File: config.mk
export PLATFORM = sky130hd
export DESIGN_NAME = spi_mem_bridge
export DESIGN_NICKNAME = d
export VERILOG_FILES = /design/src/rtl/spi_bridge_pkg.sv /design/src/rtl/sat_counter.sv /design/src/rtl/spi_mem_bridge.sv
export SDC_FILE = /design/constraint.sdc
export NUM_CORES = 1
export LEC_CHECK = 0
export ABC_AREA = 0
export ABC_CLOCK_PERIOD_IN_PS = 2850
export CORE_MARGIN = 3
export CORE_UTILIZATION = 47
export DETAILED_ROUTE_END_ITERATION = 16
export PLACE_DENSITY = 0.83
export SLEW_MARGIN = 10
export SYNTH_ARGS = -nofsm -noshare
export SYNTH_HDL_FRONTEND = slang
export SYNTH_SLANG_ARGS = --single-unit
File: constraint.sdc
create_clock -name clk -period 2.85 [get_ports clk]
set_input_delay 0.57 -clock clk [delete_from_list [all_inputs] [get_ports clk]]
set_output_delay 0.57 -clock clk [all_outputs]
set_load 0.03 [all_outputs]
File: src/rtl/spi_bridge_pkg.sv
// spi_bridge_pkg: shared opcodes, field widths and FSM states for the SPI memory bridge
// Contents: op_e (packet opcodes), state_e (bridge FSM), OP_W (opcode field width),
//   CNT_W (diagnostic counter width).
package spi_bridge_pkg;

    localparam int OP_W  = 4;
    localparam int CNT_W = 8;

    typedef enum logic [OP_W-1:0] {
        OP_NOP        = 4'h0,
        OP_WRITE      = 4'h1,
        OP_READ       = 4'h2,
        OP_WRITE_NEXT = 4'h3,
        OP_READ_NEXT  = 4'h4,
        OP_STATUS     = 4'h5,
        OP_INVALID    = 4'hF
    } op_e;

    typedef enum logic [2:0] {
        S_IDLE,
        S_WRITE,
        S_READ_ISSUE,
        S_READ_WAIT,
        S_STATUS,
        S_LOAD
    } state_e;

endpackage

File: src/rtl/sat_counter.sv
// sat_counter: event counter that holds at its maximum instead of wrapping
// Ports: clk; clr (synchronous clear, wins over inc); inc (count enable); count (value).
module sat_counter
    import spi_bridge_pkg::*;
(
    input  logic             clk,
    input  logic             clr,
    input  logic             inc,
    output logic [CNT_W-1:0] count
);

    always_ff @(posedge clk)
        count <= clr ? '0 : (inc && count != '1) ? count + 1'b1 : count;

endmodule

File: src/rtl/spi_mem_bridge.sv
// spi_mem_bridge: decodes SPI command packets into parameter-memory accesses and responses
// Ports: clk; reset (synchronous, active high); packet/packet_valid from the SPI serdes;
//   response/response_load back to the serdes; mem_addr/mem_wdata/mem_we/mem_rdata to a
//   memory with one-cycle read latency; err_count/ovr_count saturating diagnostics.
// Build option: SPI_BRIDGE_AUTOINC_EN adds WRITE_NEXT/READ_NEXT through an address pointer;
//   without it those opcodes are rejected as invalid.
module spi_mem_bridge
    import spi_bridge_pkg::*;
#(
    parameter  int ADDR_WIDTH   = 12,
    parameter  int DATA_WIDTH   = 24,
    localparam int PACKET_WIDTH = OP_W + ADDR_WIDTH + DATA_WIDTH
) (
    input  logic                    clk,
    input  logic                    reset,
    input  logic [PACKET_WIDTH-1:0] packet,
    input  logic                    packet_valid,
    output logic [PACKET_WIDTH-1:0] response,
    output logic                    response_load,
    output logic [ADDR_WIDTH-1:0]   mem_addr,
    output logic [DATA_WIDTH-1:0]   mem_wdata,
    output logic                    mem_we,
    input  logic [DATA_WIDTH-1:0]   mem_rdata,
    output logic [CNT_W-1:0]        err_count,
    output logic [CNT_W-1:0]        ovr_count
);

    state_e                state, state_nxt;
    logic [OP_W-1:0]       op_in, op_q;
    logic [ADDR_WIDTH-1:0] addr_in, eff_addr;
    logic [DATA_WIDTH-1:0] data_in;
    logic                  is_write, is_read, is_status, is_nop, is_bad;
    logic                  accept, overrun;

    assign op_in   = packet[PACKET_WIDTH-1 -: OP_W];
    assign addr_in = packet[DATA_WIDTH +: ADDR_WIDTH];
    assign data_in = packet[DATA_WIDTH-1:0];

    // Reset priority lives in the registers and counters, so these need no reset term.
    assign accept  = packet_valid && state == S_IDLE;
    assign overrun = packet_valid && state != S_IDLE;

    assign is_status = op_in == OP_STATUS;
    assign is_nop    = op_in == OP_NOP;
    assign is_bad    = !(is_write || is_read || is_status || is_nop);

`ifdef SPI_BRIDGE_AUTOINC_EN
    logic [ADDR_WIDTH-1:0] addr_ptr;
    logic                  use_ptr;

    assign use_ptr  = op_in == OP_WRITE_NEXT || op_in == OP_READ_NEXT;
    assign is_write = op_in == OP_WRITE || op_in == OP_WRITE_NEXT;
    assign is_read  = op_in == OP_READ || op_in == OP_READ_NEXT;
    assign eff_addr = use_ptr ? addr_ptr : addr_in;

    // Every access, explicit or pointer-based, leaves the pointer one past the address used.
    always_ff @(posedge clk)
        addr_ptr <= reset ? '0 : (accept && (is_write || is_read)) ? eff_addr + 1'b1 : addr_ptr;
`else
    assign is_write = op_in == OP_WRITE;
    assign is_read  = op_in == OP_READ;
    assign eff_addr = addr_in;
`endif

    always_ff @(posedge clk)
        state <= reset ? S_IDLE : state_nxt;

    always_comb begin
        state_nxt = state;
        case (state)
            S_IDLE:       state_nxt = !accept   ? S_IDLE :
                                      is_write  ? S_WRITE :
                                      is_read   ? S_READ_ISSUE :
                                      is_status ? S_STATUS :
                                      is_bad    ? S_LOAD : S_IDLE;
            S_WRITE:      state_nxt = S_LOAD;
            S_READ_ISSUE: state_nxt = S_READ_WAIT;
            S_READ_WAIT:  state_nxt = S_LOAD;
            S_STATUS:     state_nxt = S_LOAD;
            S_LOAD:       state_nxt = S_IDLE;
            default:      state_nxt = S_IDLE;
        endcase
    end

    // Strobes are gated by reset so nothing escapes in a cycle where reset is asserted.
    always_comb begin
        mem_we        = state == S_WRITE && !reset;
        response_load = state == S_LOAD && !reset;
    end

    // response only changes on the edge entering S_LOAD, so it moves together with the strobe.
    always_ff @(posedge clk) begin
        if (reset) begin
            op_q      <= '0;
            mem_addr  <= '0;
            mem_wdata <= '0;
            response  <= '0;
        end else begin
            op_q      <= (accept && (is_write || is_read)) ? op_in : op_q;
            mem_addr  <= (accept && (is_write || is_read)) ? eff_addr : mem_addr;
            mem_wdata <= (accept && is_write) ? data_in : mem_wdata;
            response  <= (accept && is_bad)      ? {OP_INVALID, addr_in, {DATA_WIDTH{1'b0}}} :
                         (state == S_WRITE)      ? {op_q, mem_addr, mem_wdata} :
                         (state == S_READ_WAIT)  ? {op_q, mem_addr, mem_rdata} :
                         (state == S_STATUS)     ? {OP_STATUS, {ADDR_WIDTH{1'b0}},
                                                    DATA_WIDTH'({8'h00, err_count, ovr_count})} :
                                                   response;
        end
    end

    sat_counter u_err (
        .clk   (clk),
        .clr   (reset),
        .inc   (accept && is_bad),
        .count (err_count)
    );

    sat_counter u_ovr (
        .clk   (clk),
        .clr   (reset),
        .inc   (overrun),
        .count (ovr_count)
    );

endmodule

Word-level counts from Yosys, hierarchy flattened:

Index checks and enable logic that the tools add are counted.

* add/subtract/negate cells: 2
* equality and inequality tests: 10
* multiplexer cells: 10
* reduce and logical (&&, ||, !) cells: 21

Operator list (count)
* two-way mux 40 bit: 4
* adder 8 x 1 -> 8 bit (second input constant): 2
* != test 8 bit (second input constant): 2
* two-way mux 3 bit: 5
* logical AND 1 bit: 9
* case mux 3 bit (3 select lines): 1
* equality test 3 x 2 -> 1 bit (second input constant): 2
* equality test 3 bit (second input constant): 2
* nonzero test 3 bit: 2
* equality test 4 x 1 -> 1 bit (second input constant): 1
* equality test 4 x 2 -> 1 bit (second input constant): 1
* equality test 4 x 3 -> 1 bit (second input constant): 1
* zero test 4 bit: 1
* nonzero test 4 bit: 1
* equality test 3 x 1 -> 1 bit (second input constant): 1
* zero test 3 bit: 1
* logical OR 1 bit: 3
* OR reduction 3 bit: 1
* zero test 1 bit: 2
* OR reduction 2 bit: 1

* bits in registers: 99
* output and inout bits: 94
* word-level logic and storage cells: 51

Depth between registers and ports, before layout:

Gate-level depths: netlist (run 1).

* word-level depth: 10
* mapped depth: 8
* gate-level depth less buffers: 5

Hierarchy:

From an unflattened synthesis (run 1), not the netlist that was laid out.

* cell total of the unflattened synthesis: 514
* area total of the unflattened synthesis: 4829.6 um2

Modules (own cells, without submodules)
* spi_mem_bridge: times used 1, cells each 422, area an instance 3968.8 um2
* sat_counter: times used 2, cells each 46, area an instance 430.4 um2

Least setup slack after synthesis (run 1):

OpenSTA, ideal clock, no wires.

* path kind: input-to-output
* start point: input port reset
* end point: output port mem_we
* arrival time: 1.619 ns
* data required time: 2.280 ns
* path slack: 0.661 ns
* cell stages on the path: 3
* buffers on the path: 2
* path through: clkbuf_1 clkbuf_1 nor3_1

* cells in the longest elaborated chain, start to end: 2

Ends and longest elaborated chain
* from (decl): RTL line spi_mem_bridge.sv:15 `input logic reset,`
* zero test 1 bit: RTL line spi_mem_bridge.sv:87 `mem_we = state == S_WRITE && !reset;`
* logical AND 1 bit: RTL line spi_mem_bridge.sv:87
* to (decl): RTL line spi_mem_bridge.sv:22 `output logic mem_we,`

Every way passes these cells.

Worst setup path in the final report (run 1):

* start point: register state[0]
* end point: output port mem_we

* cells in the longest elaborated chain, start to end: 2

Ends and longest elaborated chain
* from (decl): RTL line spi_mem_bridge.sv:28 `state_e state, state_nxt;`
* from (signal assigned): RTL line spi_mem_bridge.sv:66 `state <= reset ? S_IDLE : state_nxt;`
* equality test 3 x 1 -> 1 bit: RTL line spi_mem_bridge.sv:87
* logical AND 1 bit: RTL line spi_mem_bridge.sv:87

Every way passes these cells.

==> flow_summary.ini, run 1 <==
[placement]
pre_cts_ws_ns = 0.4132
post-place-cells = 726
place_hpwl_mm = 9.529
gp_congestion = 0.8965
io_buffers = 160

[final_layout]
drive_gt1_share_pct = 5.495
final_common_cell = clkdlybuf4s50_1
final_nets = 701
area_growth_syn_to_layout_pct = 45.75
fin_cells = 742
finalCoreUtilization_pct = 72.12
final_cell_mix = 159 x clkdlybuf4s50_1, 99 x dfxtp_1, 71 x nand2_1
diodes = 0

[worst_setup_path]
worstPathCellList = nand2b_1 -> nor3_1 -> clkdlybuf4s50_1
required_ns = 2.28
critPathBufInv = 1
worst-endpoint-arrival_ns = 1.92
crit_type = reg -> out
cp-end-kind = primary output
slowest_stage = clkdlybuf4s50_1
path_max_fanout = 9
crit_family = buffers and inverters
cp-start-kind = register
slowest_delay_ns = 0.71

[timing]
drv_slew = 0
rsz0062_at_grt = false
finalHoldViolations = 0
skew_ns = 0.01171
max-slew-margin-rel_pct = 57.44
setup_viol = 0
fin_crit_sh_pct = 87.37
tns_ns = 0
max_freq_ghz = 0.4016
worst_pin_slew_ns = 0.6384
fin_crit_ns = 2.490
setup_ws_ns = 0.3599

[synth]
synth-seq-cells = 99
synth_top_area_cell = dfxtp_1
synth_top_area_share_pct = 47.55
synthArstFlopShare_pct = 0
yosysWarnings = 0
synth_edf_count = 0
synth.avg_cell_area_sq_um = 8.558
netlist_top_cells_area = dfxtp_1 48%, nand2_1 6.4%, a21oi_1 5.9%
synth.distinct_cells = 41
synth_ff_type = dfxtp_1
ys_seq_area_share_pct = 47.55
syn_inst = 487
syn-num-nets = 556
syn-cell-area_sq_um = 4168

[power]
vdd_drop_max_mv = 0.4127
power_per_cell_area_nw_per_um2 = 584.7
p_leak_nw = 2.193

[grt]
antenna_found_initial = 0
grt_max_degree = 65
grt_pass1_wl_mm = 21.22
gr-total-overflow = 0
grtUsageTotal_pct = 26.21
grt_pass1_vias = 4254

[clocking]
cts.sinks = 99
clk_pin_slew_worst_paths_ns = 0.09
clockBufferDepth = 2
htreeDepth = 3
post_cts_resized = 0
post-cts-setup-buffers = 0
cts_root_buf = clkbuf_8
cts_tree = yes
postCtsHoldBufs = 0
clk_latency_ns = 0.35
numCtsBuffers = 9

[floorplan]
die_x_um = 100.2
die_area_sq_um = 10030
io_pins = 161
coreArea_sq_um = 8423
row_count = 33
start_util_pct = 49.48
die_h_um = 100.2

[hold_path]
worstHoldPathType = reg -> reg

[outcome]
status = finished, final reports clean

[drt]
num_vias = 4298
drt_wl_total_mm = 13.39
ant_nets = 0
avgRoutedWirePerCell_um = 18.05
drt_first_pass_iters = 5
routed_via_density = 5.792
drcViolationCount = 0
drt_iter0_drc = 152

[flow_run]
maxCapViolCount = 0
==> synth_stat cells (2+ instances only) <==
cell type / count
dfxtp_1: 99
nand2_1: 71
a21oi_1: 49
nor2_1: 40
clkbuf_1: 29
nor3_1: 26
a2bb2oi_1: 16
a22oi_1: 15
mux2i_1: 15
a221oi_1: 14
o21ai_0: 14
nor2b_1: 12
buf_2: 10
o22ai_1: 10
xor2_1: 8
nand3_1: 7
nand2b_1: 5
and2_1: 4
and3_1: 4
inv_1: 3
nand4_1: 3
nor4_1: 3
o211ai_1: 3
o31a_1: 3
a311oi_1: 2
a41oi_1: 2
and3b_1: 2
buf_1: 2
ha_1: 2
o2111ai_1: 2
o21a_1: 2
==> final timing paths <==
path / slack, ns / cells after the start / to / startpoint
worst max-delay path: 0.36 / 3 / mem_we / state[0]
worst min-delay path: 0.46 / 2 / response[14] / response[14]
worst max register to register: 0.88 / 4 / response[12] / state[1]
worst min register to register: 0.46 / 2 / response[14] / response[14]
==> state kept, by name, summed over array words and instances, names as in the netlist <==
| name | count |
|---|---|
| mem_addr | 12 |
| mem_wdata | 24 |
| u_err.count | 8 |
| response | 40 |
| u_ovr.count | 8 |
| state | 3 |
| op_q | 4 |
==> layer usage <==
layer	GRT usage (%)	routed length, um	up-vias
li1	-	-	2032
met1	33.39	5485	2073
met2	44.39	6713	180
met3	6.324	1081	13
met4	7.150	110	0
met5	0	0	-
==> layout make-up <==
cell class                      count  area, sq um
Timing Repair Buffer              175         1722
Fill cell                         669         2349
Multi-Input combinational cell    344         2024
Sequential cell                    99         1982
Clock buffer                       11        141.4
Inverter                            3        11.26
Clock inverter                      5        62.56
Tap cell                          105        131.4
==> where the power goes <==
part / switching (mW) / total [mW] / internal (mW)
clock network: 0.486 / 0.920 / 0.434
registers: 0.0884 / 1.56 / 1.48
logic: 0.618 / 1.07 / 0.450
==> cells by family after synthesis <==
family,after synthesis,synth area share [%]
adders and majority gates,2,0.6003
muxes,16,3.873
DFF,99,47.55
buffers and inverters,44,4.263
xor gates and xnor gates,8,1.681
and+or+nand+nor,182,20.35
AOI/OAI and AO/OA,136,21.68
==> worst min-delay path: stages (launching register included) <==
cell,delay (ns)
dfxtp_1,0.32
nand2_1,0.05
a21oi_1,0.05
==> through the flow <==
step / total power [mW] / hold slack [ns] / area, sq um
after floorplan: 2.201 / 0.4463 / 4168
after global placement: 2.626 / 0.4406 / 5871
after detailed placement: 2.646 / 0.4487 / 5871
after CTS: 3.551 / 0.4610 / 6075
after global routing: 3.711 / 0.4955 / 6075
final: 3.552 / 0.4583 / 6075
No activity file was read; power rests on OpenSTA's default activity.
==> inputs of run 2 (changes only) <==
- ABC_CLOCK_PERIOD_IN_PS: 2850 -> 2830
- CORE_UTILIZATION: 47 -> 55
- DONT_BUFFER_PORTS: default -> 1
- PLACE_DENSITY: 0.83 -> 0.68
- clock period: 2.85 -> 2.83 ns (I/O delays scaled with it)
==> flow_summary.ini, run 2 (synthesis results as in run 1) <==
[worst_setup_path]
cp-end-kind = primary output
slowest_delay_ns = 0.58
r2r_end = response[3]
worstPathCellList = nand2b_1 -> nor3_1 -> buf_4
path_max_fanout = 14
crit_type = reg -> out
slowest_stage = dfxtp_1
ff2ff_path_depth = 5
required_ns = 2.26
r2r_slack_ns = 0.71
crit-reg2reg-launch = state[2]
crit_family = simple AND/OR/NAND/NOR gates
crit_cells = 3
cp-start-kind = register
worst-endpoint-arrival_ns = 1.72
critPathBufInv = 1

[floorplan]
die_x_um = 93.05
die_h_um = 93.05
row_count = 31
io_pins = 161
start_util_pct = 57.16
coreArea_sq_um = 7292
die_area_sq_um = 8658

[timing]
fin_crit_ns = 2.281
max-slew-margin-rel_pct = 60.66
fin_crit_sh_pct = 80.61
setup_ws_ns = 0.5488
setup_viol = 0
finalHoldViolations = 0
drv_slew = 0
skew_ns = 0.008535
max_freq_ghz = 0.4384
tns_ns = 0
worst_pin_slew_ns = 0.5901
rsz0062_at_grt = false

[clocking]
cts_root_buf = clkbuf_8
clockBufferDepth = 2
htreeDepth = 3
clk_latency_ns = 0.35
numCtsBuffers = 9
cts_tree = yes
postCtsHoldBufs = 0
post-cts-setup-buffers = 0
clk_pin_slew_worst_paths_ns = 0.08
cts.sinks = 99
post_cts_resized = 0

[placement]
placed_area_sq_um = 4254
io_buffers = 0
gp_congestion = 0.7997
place_hpwl_mm = 7.717
pre_cts_ws_ns = 0.6236

[final_layout]
design_area_sq_um = 4415
drive_gt1_share_pct = 6.513
reg_top3 = response (40), mem_wdata (24), mem_addr (12)
final_nets = 541
final_common_cell = dfxtp_1
area_growth_syn_to_layout_pct = 5.944
largest_reg_flops = 40
n_fill_cell = 675
final_cell_mix = 99 x dfxtp_1, 71 x nand2_1, 49 x a21oi_1
diodes = 0
regMostFlops = response

[grt]
grtUsageTotal_pct = 25.66
grt_pass1_vias = 3383
gr-total-overflow = 0
grt_max_degree = 81
grt_pass1_wl_mm = 17.41
antenna_found_initial = 0

[drt]
drcViolationCount = 0
avgRoutedWirePerCell_um = 19.52
ant_nets = 0
drt_wl_total_mm = 11.23
drt_iter0_drc = 187
num_vias = 3578
drt_first_pass_iters = 4
routed_via_density = 6.223

[hold_path]
min_from = reset
whs_path_depth = 1
holdPathEnd = mem_wdata[18]
worstHoldPathType = in -> reg

[outcome]
status = finished, final reports clean

[power]
vdd_drop_max_mv = 0.4208
power_per_cell_area_nw_per_um2 = 711.1
p_leak_nw = 1.594

[flow_run]
maxCapViolCount = 0
==> run 2: cell type report <==
type,count,area [sq um],area share (%)
tap,99,123.9,2.805
clock inverter,2,12.51,0.2834
timing repair buffer,15,112.6,2.550
inverter,3,11.26,0.2550
multi-input combinational,344,2024,45.85
clock buffer,13,148.9,3.372
sequential,99,1982,44.89
==> run 2: how the worst max path moves through the flow <==
stage | from | slack [ns] | endpoint
2_1_floorplan | reset | 0.65 | mem_we
3_3_place_gp | packet_valid | 0.73 | response[13]
3_5_place_dp | packet_valid | 0.62 | response[3]
4_1_cts | state[2] | 0.52 | mem_we
5_1_grt | state[0] | 0.33 | mem_we
6_report | state[2] | 0.55 | mem_we
==> run 2: worst register-to-register path: stages (launching register included) <==
cell and delay (ns):
dfxtp_1 0.44, nor4b_4 0.51, o31ai_4 0.22, nand2b_1 0.46, buf_4 0.31, a21oi_1 0.07
==> run 2: power by group <==
group | internal (mW) | switching (mW) | total, mW
registers | 1.49 | 0.268 | 1.75
clock network | 0.339 | 0.450 | 0.789
logic | 0.227 | 0.369 | 0.597
==> run 2: per-layer routing <==
metal | global-route usage [%] | routed length [um] | vias to the layer above
li1 | - | - | 1708
met1 | 30.71 | 4436 | 1696
met2 | 40.73 | 5450 | 160
met3 | 9.815 | 1157 | 14
met4 | 11.84 | 181 | 0
met5 | 0 | 0 | -
==> run 2: stage by stage <==
step / hold slack, ns / instances / total power [mW] / utilization [%]
4_1_cts: 0.2521 / 575 / 3.167 / 60.55
6_report: 0.2688 / 575 / 3.140 / 60.55
3_3_place_gp: 0.4562 / 560 / 2.362 / 58.34
3_5_place_dp: 0.4612 / 560 / 2.386 / 58.34
2_1_floorplan: 0.4463 / 487 / 2.217 / -
5_1_grt: 0.2415 / 575 / 3.296 / 60.55
